$ cat config.mk
export PLATFORM = sky130hd
export DESIGN_NAME = scan_pair_mux_flat
export DESIGN_NICKNAME = d
export VERILOG_FILES = /design/src/rtl/scan_pair_mux_pkg.sv /design/src/rtl/scan_pair_mux_if.sv /design/src/rtl/scan_pair_mux_dwell_counter.sv /design/src/rtl/scan_pair_mux.sv /design/src/flat_wrapper.sv
export SDC_FILE = /design/constraint.sdc
export NUM_CORES = 1
export LEC_CHECK = 0
export BUFFER_PORTS_ARGS = -buffer_cell sky130_fd_sc_hd__buf_2
export CORE_UTILIZATION = 43
export DETAILED_ROUTE_END_ITERATION = 10
export GPL_ROUTABILITY_DRIVEN = 0
export PLACE_DENSITY = 0.82
export SYNTH_ARGS = -nofsm -noshare
export SYNTH_HDL_FRONTEND = slang
export SYNTH_HIERARCHICAL = 1
export SYNTH_SLANG_ARGS = --single-unit
$ cat constraint.sdc
create_clock -name CLK -period 1.3 [get_ports CLK]
set_clock_uncertainty 0.05 [all_clocks]
set_input_delay 0.13 -clock CLK [delete_from_list [all_inputs] [get_ports CLK]]
set_output_delay 0.13 -clock CLK [all_outputs]
set_load 0.03 [all_outputs]
$ cat src/rtl/scan_pair_mux_pkg.sv
// scan_pair_mux_pkg: shared state type and modulo-increment helper for scan_pair_mux
package scan_pair_mux_pkg;

    typedef enum logic {MANUAL, SCAN} state_t;

    function automatic int unsigned next_idx(input int unsigned p, input int unsigned n);
        return (p + 1 >= n) ? 0 : p + 1;
    endfunction

endpackage

$ cat src/rtl/scan_pair_mux_if.sv
// scan_pair_mux_if: channel bus, pair-select controls and status outputs of scan_pair_mux
interface scan_pair_mux_if #(
    parameter int WIDTH  = 4,
    parameter int NUM_IN = 4
) ();
    localparam int SEL_W = $clog2(NUM_IN);

    logic [NUM_IN*WIDTH-1:0] DIN;
    logic [SEL_W-1:0]        SE;
    logic                    SE_LOAD;
    logic                    AUTO;
    logic                    HOLD;
    logic [WIDTH-1:0]        M;
    logic [WIDTH-1:0]        N;
    logic [SEL_W-1:0]        PTR;
    logic                    WRAP;
    logic                    ERR;

    modport master (output DIN, SE, SE_LOAD, AUTO, HOLD, input M, N, PTR, WRAP, ERR);
    modport slave  (input DIN, SE, SE_LOAD, AUTO, HOLD, output M, N, PTR, WRAP, ERR);
endinterface

$ cat src/rtl/scan_pair_mux_dwell_counter.sv
// dwell_counter: counts 0..DWELL-1 while enabled, tick marks the last count
module dwell_counter #(
    parameter int DWELL = 10
) (
    input  logic CLK,
    input  logic RST,
    input  logic clr,
    input  logic en,
    output logic tick
);
    localparam int CW = DWELL > 1 ? $clog2(DWELL) : 1;

    logic [CW-1:0] r_cnt;

    assign tick = (r_cnt == CW'(DWELL - 1));

    // clear wins over count; the count rolls back to 0 after its last value
    always_ff @(posedge CLK) begin
        if (RST || clr)
            r_cnt <= '0;
        else if (en)
            r_cnt <= tick ? '0 : r_cnt + 1'b1;
    end
endmodule

$ cat src/rtl/scan_pair_mux.sv
// scan_pair_mux: registered adjacent-pair selector with manual load and round-robin auto-scan
module scan_pair_mux
    import scan_pair_mux_pkg::*;
#(
    parameter int WIDTH  = 4,
    parameter int NUM_IN = 4,
    parameter int DWELL  = 10
) (
    input logic           CLK,
    input logic           RST,
    scan_pair_mux_if.slave bus
);
    localparam int SEL_W   = $clog2(NUM_IN);
    localparam int NUM_PAD = 1 << SEL_W;

    state_t           r_state;
    state_t           w_state_nxt;
    logic [SEL_W-1:0] r_ptr;
    logic [SEL_W-1:0] w_ptr_nxt;
    logic [SEL_W-1:0] w_ptr_inc;
    logic [WIDTH-1:0] r_m;
    logic [WIDTH-1:0] r_n;
    logic             r_wrap;
    logic             r_err;
    logic             w_load_ok;
    logic             w_load_bad;
    logic             w_adv;
    logic             w_cnt_en;
    logic             w_cnt_clr;
    logic             w_tick;
    logic [WIDTH-1:0] w_ch [NUM_PAD];

    // unpack channels; pointer codes beyond NUM_IN-1 map to zero and are never selected
    genvar g;
    for (g = 0; g < NUM_PAD; g++) begin : g_ch
        if (g < NUM_IN) begin : g_real
            assign w_ch[g] = bus.DIN[g*WIDTH +: WIDTH];
        end else begin : g_pad
            assign w_ch[g] = '0;
        end
    end

    assign w_ptr_inc = SEL_W'(next_idx(32'(r_ptr), NUM_IN));

    dwell_counter #(.DWELL(DWELL)) u_dwell (
        .CLK  (CLK),
        .RST  (RST),
        .clr  (w_cnt_clr),
        .en   (w_cnt_en),
        .tick (w_tick)
    );

    // mode follows AUTO; priority HOLD > SE_LOAD > auto advance decides pointer and counter
    always_comb begin
        w_state_nxt = bus.AUTO ? SCAN : MANUAL;
        w_load_ok   = bus.SE_LOAD && ({1'b0, bus.SE} < (SEL_W+1)'(NUM_IN));
        w_load_bad  = bus.SE_LOAD && !w_load_ok;
        w_cnt_en    = !bus.HOLD && !bus.SE_LOAD && r_state == SCAN;
        w_adv       = w_cnt_en && w_tick;
        w_cnt_clr   = !bus.HOLD && (w_load_ok || r_state == MANUAL || w_state_nxt == MANUAL);
        w_ptr_nxt   = bus.HOLD ? r_ptr : w_load_ok ? bus.SE : w_adv ? w_ptr_inc : r_ptr;
    end

    // mode register
    always_ff @(posedge CLK) begin
        if (RST)
            r_state <= MANUAL;
        else
            r_state <= w_state_nxt;
    end

    // pointer, pair outputs from the pre-edge pointer, wrap pulse and sticky error
    always_ff @(posedge CLK) begin
        if (RST) begin
            r_ptr  <= '0;
            r_m    <= '0;
            r_n    <= '0;
            r_wrap <= 1'b0;
            r_err  <= 1'b0;
        end else begin
            if (!bus.HOLD) begin
                r_ptr <= w_ptr_nxt;
                r_m   <= w_ch[r_ptr];
                r_n   <= w_ch[w_ptr_inc];
            end
            r_wrap <= w_adv && r_ptr == SEL_W'(NUM_IN - 1);
            r_err  <= r_err || (!bus.HOLD && w_load_bad);
        end
    end

    assign bus.M    = r_m;
    assign bus.N    = r_n;
    assign bus.PTR  = r_ptr;
    assign bus.WRAP = r_wrap;
    assign bus.ERR  = r_err;
endmodule

$ cat src/flat_wrapper.sv
// flat-port wrapper written by rule: the top's interface ports become plain ports
module scan_pair_mux_flat import scan_pair_mux_pkg::*;
#(
    parameter int WIDTH  = 4,
    parameter int NUM_IN = 4,
    parameter int DWELL  = 10
)
  (CLK, RST, bus_DIN, bus_SE, bus_SE_LOAD, bus_AUTO, bus_HOLD, bus_M, bus_N, bus_PTR, bus_WRAP, bus_ERR);
  scan_pair_mux_if #(.WIDTH(WIDTH), .NUM_IN(NUM_IN)) bus_i ();
  input logic CLK;
  input logic RST;
  input wire logic [$bits(bus_i.DIN)-1:0] bus_DIN;
  input wire logic [$bits(bus_i.SE)-1:0] bus_SE;
  input wire logic [$bits(bus_i.SE_LOAD)-1:0] bus_SE_LOAD;
  input wire logic [$bits(bus_i.AUTO)-1:0] bus_AUTO;
  input wire logic [$bits(bus_i.HOLD)-1:0] bus_HOLD;
  output wire logic [$bits(bus_i.M)-1:0] bus_M;
  output wire logic [$bits(bus_i.N)-1:0] bus_N;
  output wire logic [$bits(bus_i.PTR)-1:0] bus_PTR;
  output wire logic [$bits(bus_i.WRAP)-1:0] bus_WRAP;
  output wire logic [$bits(bus_i.ERR)-1:0] bus_ERR;
  assign bus_i.DIN = bus_DIN;
  assign bus_i.SE = bus_SE;
  assign bus_i.SE_LOAD = bus_SE_LOAD;
  assign bus_i.AUTO = bus_AUTO;
  assign bus_i.HOLD = bus_HOLD;
  assign bus_M = bus_i.M;
  assign bus_N = bus_i.N;
  assign bus_PTR = bus_i.PTR;
  assign bus_WRAP = bus_i.WRAP;
  assign bus_ERR = bus_i.ERR;
  scan_pair_mux #(.WIDTH(WIDTH), .NUM_IN(NUM_IN), .DWELL(DWELL)) u_core (.CLK(CLK), .RST(RST), .bus(bus_i));
endmodule
---- After elaboration in Yosys (flattened, before gate mapping) ----
Cells that the tools add are included.
word-level totals
  register bits after elaboration ......... 16
  latch bits .............................. 0
  memory bits (writable) .................. 0
  ROM bits ................................ 0
  input port bits ......................... 23
  word-level logic and storage cells ...... 41
  memories ................................ 0
operators by class
  add/sub/neg operators ................... 2
  multipliers ............................. 0
  div/mod/pow operators ................... 0
  order comparisons ....................... 3
  eq/ne operators ......................... 2
  shifts and indexed selects .............. 0
  muxes and demuxes ....................... 11
  bitwise gates (word level) .............. 5
  reductions and logical operators ........ 12
operator list
  kind                 count
  $mux 4               5
  $bmux 4 s2           2
  $ge 3x3->1 const B   3
  $mux 2               3
  $not 2->3            2
  $logic_and 1x1->1    5
  $add 4x1->4 const B  1
  $eq 4x4->1 const B   1
  $add 2x1->3 const B  1
  $logic_or 1x1->1     3
  $not 1->1            3
  $eq 2x2->1 const B   1
  $logic_not 1->1      2
  $reduce_and 2->1     1
  $reduce_bool 2->1    1
  $mux 1               1

---- Longest topological paths before layout ----
  word-level depth ........................ 7
  gate-level depth with buffers ........... 5
  mapped depth without buffers ............ 5

---- Cells and area by module ----
The synthesis kept the hierarchy.
modules (own cells, without submodules)
  module         times used  cells an instance  area an instance (µm²)  seq. area each (µm²)
  scan_pair_mux  1           61                 728.2                   240.2
  dwell_counter  1           21                 196.4                   80.1

---- Worst setup path before layout ----
No wires, ideal clock.
  path type ............................... reg2reg
  start ................................... reg u_core.r_ptr[0] (netlist: u_core/bus.PTR[0])
  end ..................................... reg u_core.r_n[1] (netlist: u_core/bus.N[1])
  data arrival time ....................... 1.486 ns
  path slack .............................. -0.351 ns
  cell stages (with the launch flop) ...... 5
  path buffers ............................ 1
  period minus slack after synthesis ...... 1.651 ns
  cells stage by stage .................... dfxtp_1 -> buf_6 -> mux4_1 -> mux2i_1 -> nor2_1
on the way
  longest elaborated chain between the ends .. 7
ends and longest elaborated chain
  element                                      line                    source
  start: declaration                           scan_pair_mux.sv:18     logic [SEL_W-1:0] r_ptr;
  start signal: assignment                     scan_pair_mux.sv:82     r_ptr <= w_ptr_nxt;
  $add 2x1->3 *                                scan_pair_mux_pkg.sv:7  return (p + 1 >= n) ? 0 : p + 1;
  $ge 3x3->1                                   scan_pair_mux_pkg.sv:7
  $mux 2 *                                     scan_pair_mux_pkg.sv:7
  $not 2->3 (not written as such) *            scan_pair_mux.sv:84     r_n <= w_ch[w_ptr_inc];
  $bmux 4 s2 *                                 scan_pair_mux.sv:84
  $mux 4 (not written as such) * (2 in a row)  scan_pair_mux.sv:84
  end signal: assignment                       scan_pair_mux.sv:84
  end: declaration                             scan_pair_mux.sv:22     logic [WIDTH-1:0] r_n;
Mark *: on every way between the ends. The rest lies on a longest branch, timed or not. The select of a mux whose other input is x is not followed.
A chain may end at the register's enable or synchronous reset.

---- Final worst setup path ----
  start ................................... reg u_core.r_ptr[0] (netlist: u_core/bus.PTR[0])
  end ..................................... reg u_core.r_n[2] (netlist: u_core/bus.N[2])
Same word-level chain as after synthesis.

==> results.sh <==
export IMPL_status="complete, but fails checks"
export IMPL_violations="setup timing"
export IMPL_setup_viol=9
export IMPL_min_path_cells=2
export IMPL_portBuffers=33
export IMPL_ys_seq_area_frac=0.346
export IMPL_syn_instance_count=82
export IMPL_grt_overflow_total=0
export IMPL_clk_pin_slew_worst_paths_ns=0.10
export IMPL_postLayoutCellArea_sq_um=1320
export IMPL_leakagePower_nw=0.592
export IMPL_seqPwrFrac=0.452
export IMPL_ys_ff_latch=16
export IMPL_cp_depth=4
export IMPL_ctsRootBufferMaster="clkbuf_4"
export IMPL_placed_area_sq_um=1200
export IMPL_layout_nets=160
export IMPL_drt_iter0_drc=20
export IMPL_power_frac_comb=0.269
export IMPL_yosysUniqueCellTypes=31
export IMPL_yosys_warnings=6
export IMPL_max_freq_mhz=709
export IMPL_ios=35
export IMPL_clkPwrFrac=0.279
export IMPL_avgRoutedWirePerCell_um=14.0
export IMPL_synth_top_family_by_area="multiplexers"
export IMPL_power_density_nw_per_um2=892
export IMPL_crit_family="multiplexers"
export IMPL_synth_xor_area_frac=0.0189
export IMPL_num_rows=16
export IMPL_utilization=0.665
export IMPL_clk_latency_ns=0.29
export IMPL_hold_viol_final=0
export IMPL_htree_levels=1
export IMPL_p_switching_w=0.000336
export IMPL_area_delta_synth_final_pct=42.6
export IMPL_yosys_area_share_adder=0.0271
export IMPL_synthMuxAreaShare=0.309
export IMPL_fin_ws_ns=-0.111
export IMPL_cp_arrival_ns=1.54
export IMPL_synth_area_sq_um=925
export IMPL_critPathCaptureType="flop"
export IMPL_min_path_type="primary input to flop"
export IMPL_drt_total_wl_mm=2.25
export IMPL_yosys_area_top_type_share=0.346
export IMPL_rsz0062_at_grt="true"
export IMPL_cts_hold_buf=0
export IMPL_yosys_area_share_simple=0.149
export IMPL_cts_sinks=16
export IMPL_dieArea_sq_um=2340
export IMPL_syn_avg_cell_area_sq_um=11.3
export IMPL_drive_gt1_frac=0.597
export IMPL_synth_fp_nets=107
export IMPL_synthTopCellsByArea="dfxtp_1 35%, mux4_1 20%, mux2i_1 9.7%"
export IMPL_grt_use_total=0.195
export IMPL_grt_pass1_wl_mm=3.59
export IMPL_internal_power_w=0.000841
export IMPL_via_per_inst=5.29
export IMPL_antenna_found_initial=0
export IMPL_core_area_sq_um=1980
export IMPL_die_x_um=48.4
export IMPL_timing_final_crit_share=1.09
export IMPL_cts_tree="done"
export IMPL_initial_core_util=0.467
export IMPL_drc=0
export IMPL_fin_tns_setup_ns=-0.326
export IMPL_cp_max_fo=4
export IMPL_vias=852
export IMPL_ant_nets=0
export IMPL_reg2reg_depth=4
export IMPL_maxCapViolations=0
export IMPL_grt_max_degree=12
export IMPL_worst_hold_slack_ns=0.0303
export IMPL_yosysTopAreaCell="dfxtp_1"
export IMPL_clockBufferDepth=2
export IMPL_grt_pass1_vias=843
export IMPL_final_max_slew_viol_count=0
export IMPL_dieHeight_um=48.4
export IMPL_cp_slowest_cell="mux4_2"
export IMPL_path_cells="buf_6, mux4_2, mux2i_1, nor2_1"
export IMPL_slowest_delay_ns=0.48
export IMPL_critPathLaunchType="flop"
export IMPL_period_minus_slack_ns=1.41
export IMPL_cts_buffers=3
export IMPL_first_pass_iters=4
export IMPL_synth_compound_area_frac=0.101
export IMPL_critPathKind="flop to flop"
export IMPL_antenna_cells=0
export IMPL_peakVddDrop_mv=0.515
export IMPL_required_ns=1.43
export IMPL_switching_share=0.285
export IMPL_crit_buf_inv=1
worst reg2reg max path, cell delays in order (launching register included):
cell,delay [ns]
dfxtp_4,0.39
buf_6,0.11
mux4_2,0.48
mux2i_1,0.18
nor2_1,0.09
synth_stat cells, drive strengths merged:
| cell | count |
|---|---|
| buf | 4 |
| a21oi | 3 |
| dfxtp | 16 |
| a311oi | 1 |
| nand2 | 5 |
| o311ai | 1 |
| nor3b | 2 |
| mux4 | 7 |
| o21a | 1 |
| nor2b | 1 |
| ha | 2 |
| o21bai | 1 |
| nor2 | 9 |
| a21boi | 1 |
| o21ai | 1 |
| o211ai | 1 |
| mux2 | 1 |
| or4b | 1 |
| and4b | 1 |
| nor3 | 3 |
| xnor2 | 2 |
| mux2i | 9 |
| or3 | 1 |
| a31oi | 1 |
| a211o | 1 |
| inv | 2 |
| conb | 1 |
| o22ai | 1 |
| and4bb | 1 |
| nand3 | 1 |
stage by stage:
step | setup slack [ns] | cells | power, W
after floorplan | -0.0882 | 82 | 0.000717
after global placement | -0.0777 | 152 | 0.000808
after detailed placement | -0.136 | 152 | 0.000818
after CTS | -0.0563 | 161 | 0.00117
after global routing | -0.180 | 161 | 0.00123
final | -0.111 | 161 | 0.00118
worst paths after layout:
path | from | to | slack (ns)
min | bus_AUTO | u_core/r_state | 0.03
max reg2reg | u_core/bus.PTR[0] | u_core/bus.N[2] | -0.11
max | u_core/bus.PTR[0] | u_core/bus.N[2] | -0.11
min reg2reg | u_core/bus.N[3] | u_core/bus.N[3] | 0.45
layer usage:
metal / GRT usage / vias to the layer above / share of wire
met4: 0.0686 / 0 / 0.010
met1: 0.220 / 417 / 0.45
li1: - / 409 / -
met2: 0.352 / 24 / 0.51
met3: 0.0535 / 2 / 0.037
met5: 0 / - / 0
state kept, by name, summed over array words and instances, names as in the netlist:
| name | count |
|---|---|
| u_core/r_state | 1 |
| u_core/u_dwell/r_cnt | 4 |
| u_core/bus.WRAP | 1 |
| u_core/bus.M | 4 |
| u_core/bus.PTR | 2 |
| u_core/bus.N | 4 |
cell families after synthesis:
group / count (synthesis)
AND/OR/NAND/NOR: 25
multiplexers: 17
flip-flops: 16
AO/OA/AOI/OAI: 13
buffers and inverters: 6
adder cells (fa/ha/maj): 2
XOR/XNOR: 2
other: 1
repair_timing:
| item | 4_1_cts | 5_1_grt |
|---|---|---|
| buffers inserted | 5 | 0 |
| pin swaps | 4 | 5 |
| gates resized for setup | 16 | 8 |
| endpoints found under the setup margin | 9 | 13 |
power groups by stage:
stage / Clock (W) / Sequential [W] / Combinational (W)
after floorplan: 0 / 0.000593 / 0.000124
after global placement: 0 / 0.000539 / 0.000269
after detailed placement: 0 / 0.000540 / 0.000278
after CTS: 0.000334 / 0.000532 / 0.000305
after global routing: 0.000359 / 0.000536 / 0.000337
final: 0.000328 / 0.000532 / 0.000317
cell usage in the layout (no fill, tap or decap), types with 3 or more instances in the layout:
master / netlist / layout
buf_2: 0 / 32
buf_4: 3 / 16
dfxtp_1: 16 / 11
mux2i_1: 9 / 9
nor2_1: 9 / 9
mux4_2: 0 / 7
buf_6: 1 / 4
nand2_1: 5 / 4
clkbuf_4: 0 / 3
nor3_1: 3 / 3
dfxtp_2: 0 / 3
layout make-up:
class | count | area, sq um
fill | 152 | 663
inverter | 2 | 7.51
clock buffer | 4 | 36.3
multi-input combinational | 60 | 584
tap | 27 | 33.8
timing repair buffer | 52 | 325
sequential | 16 | 332
Note: power is estimated with default switching activity, not from simulation.
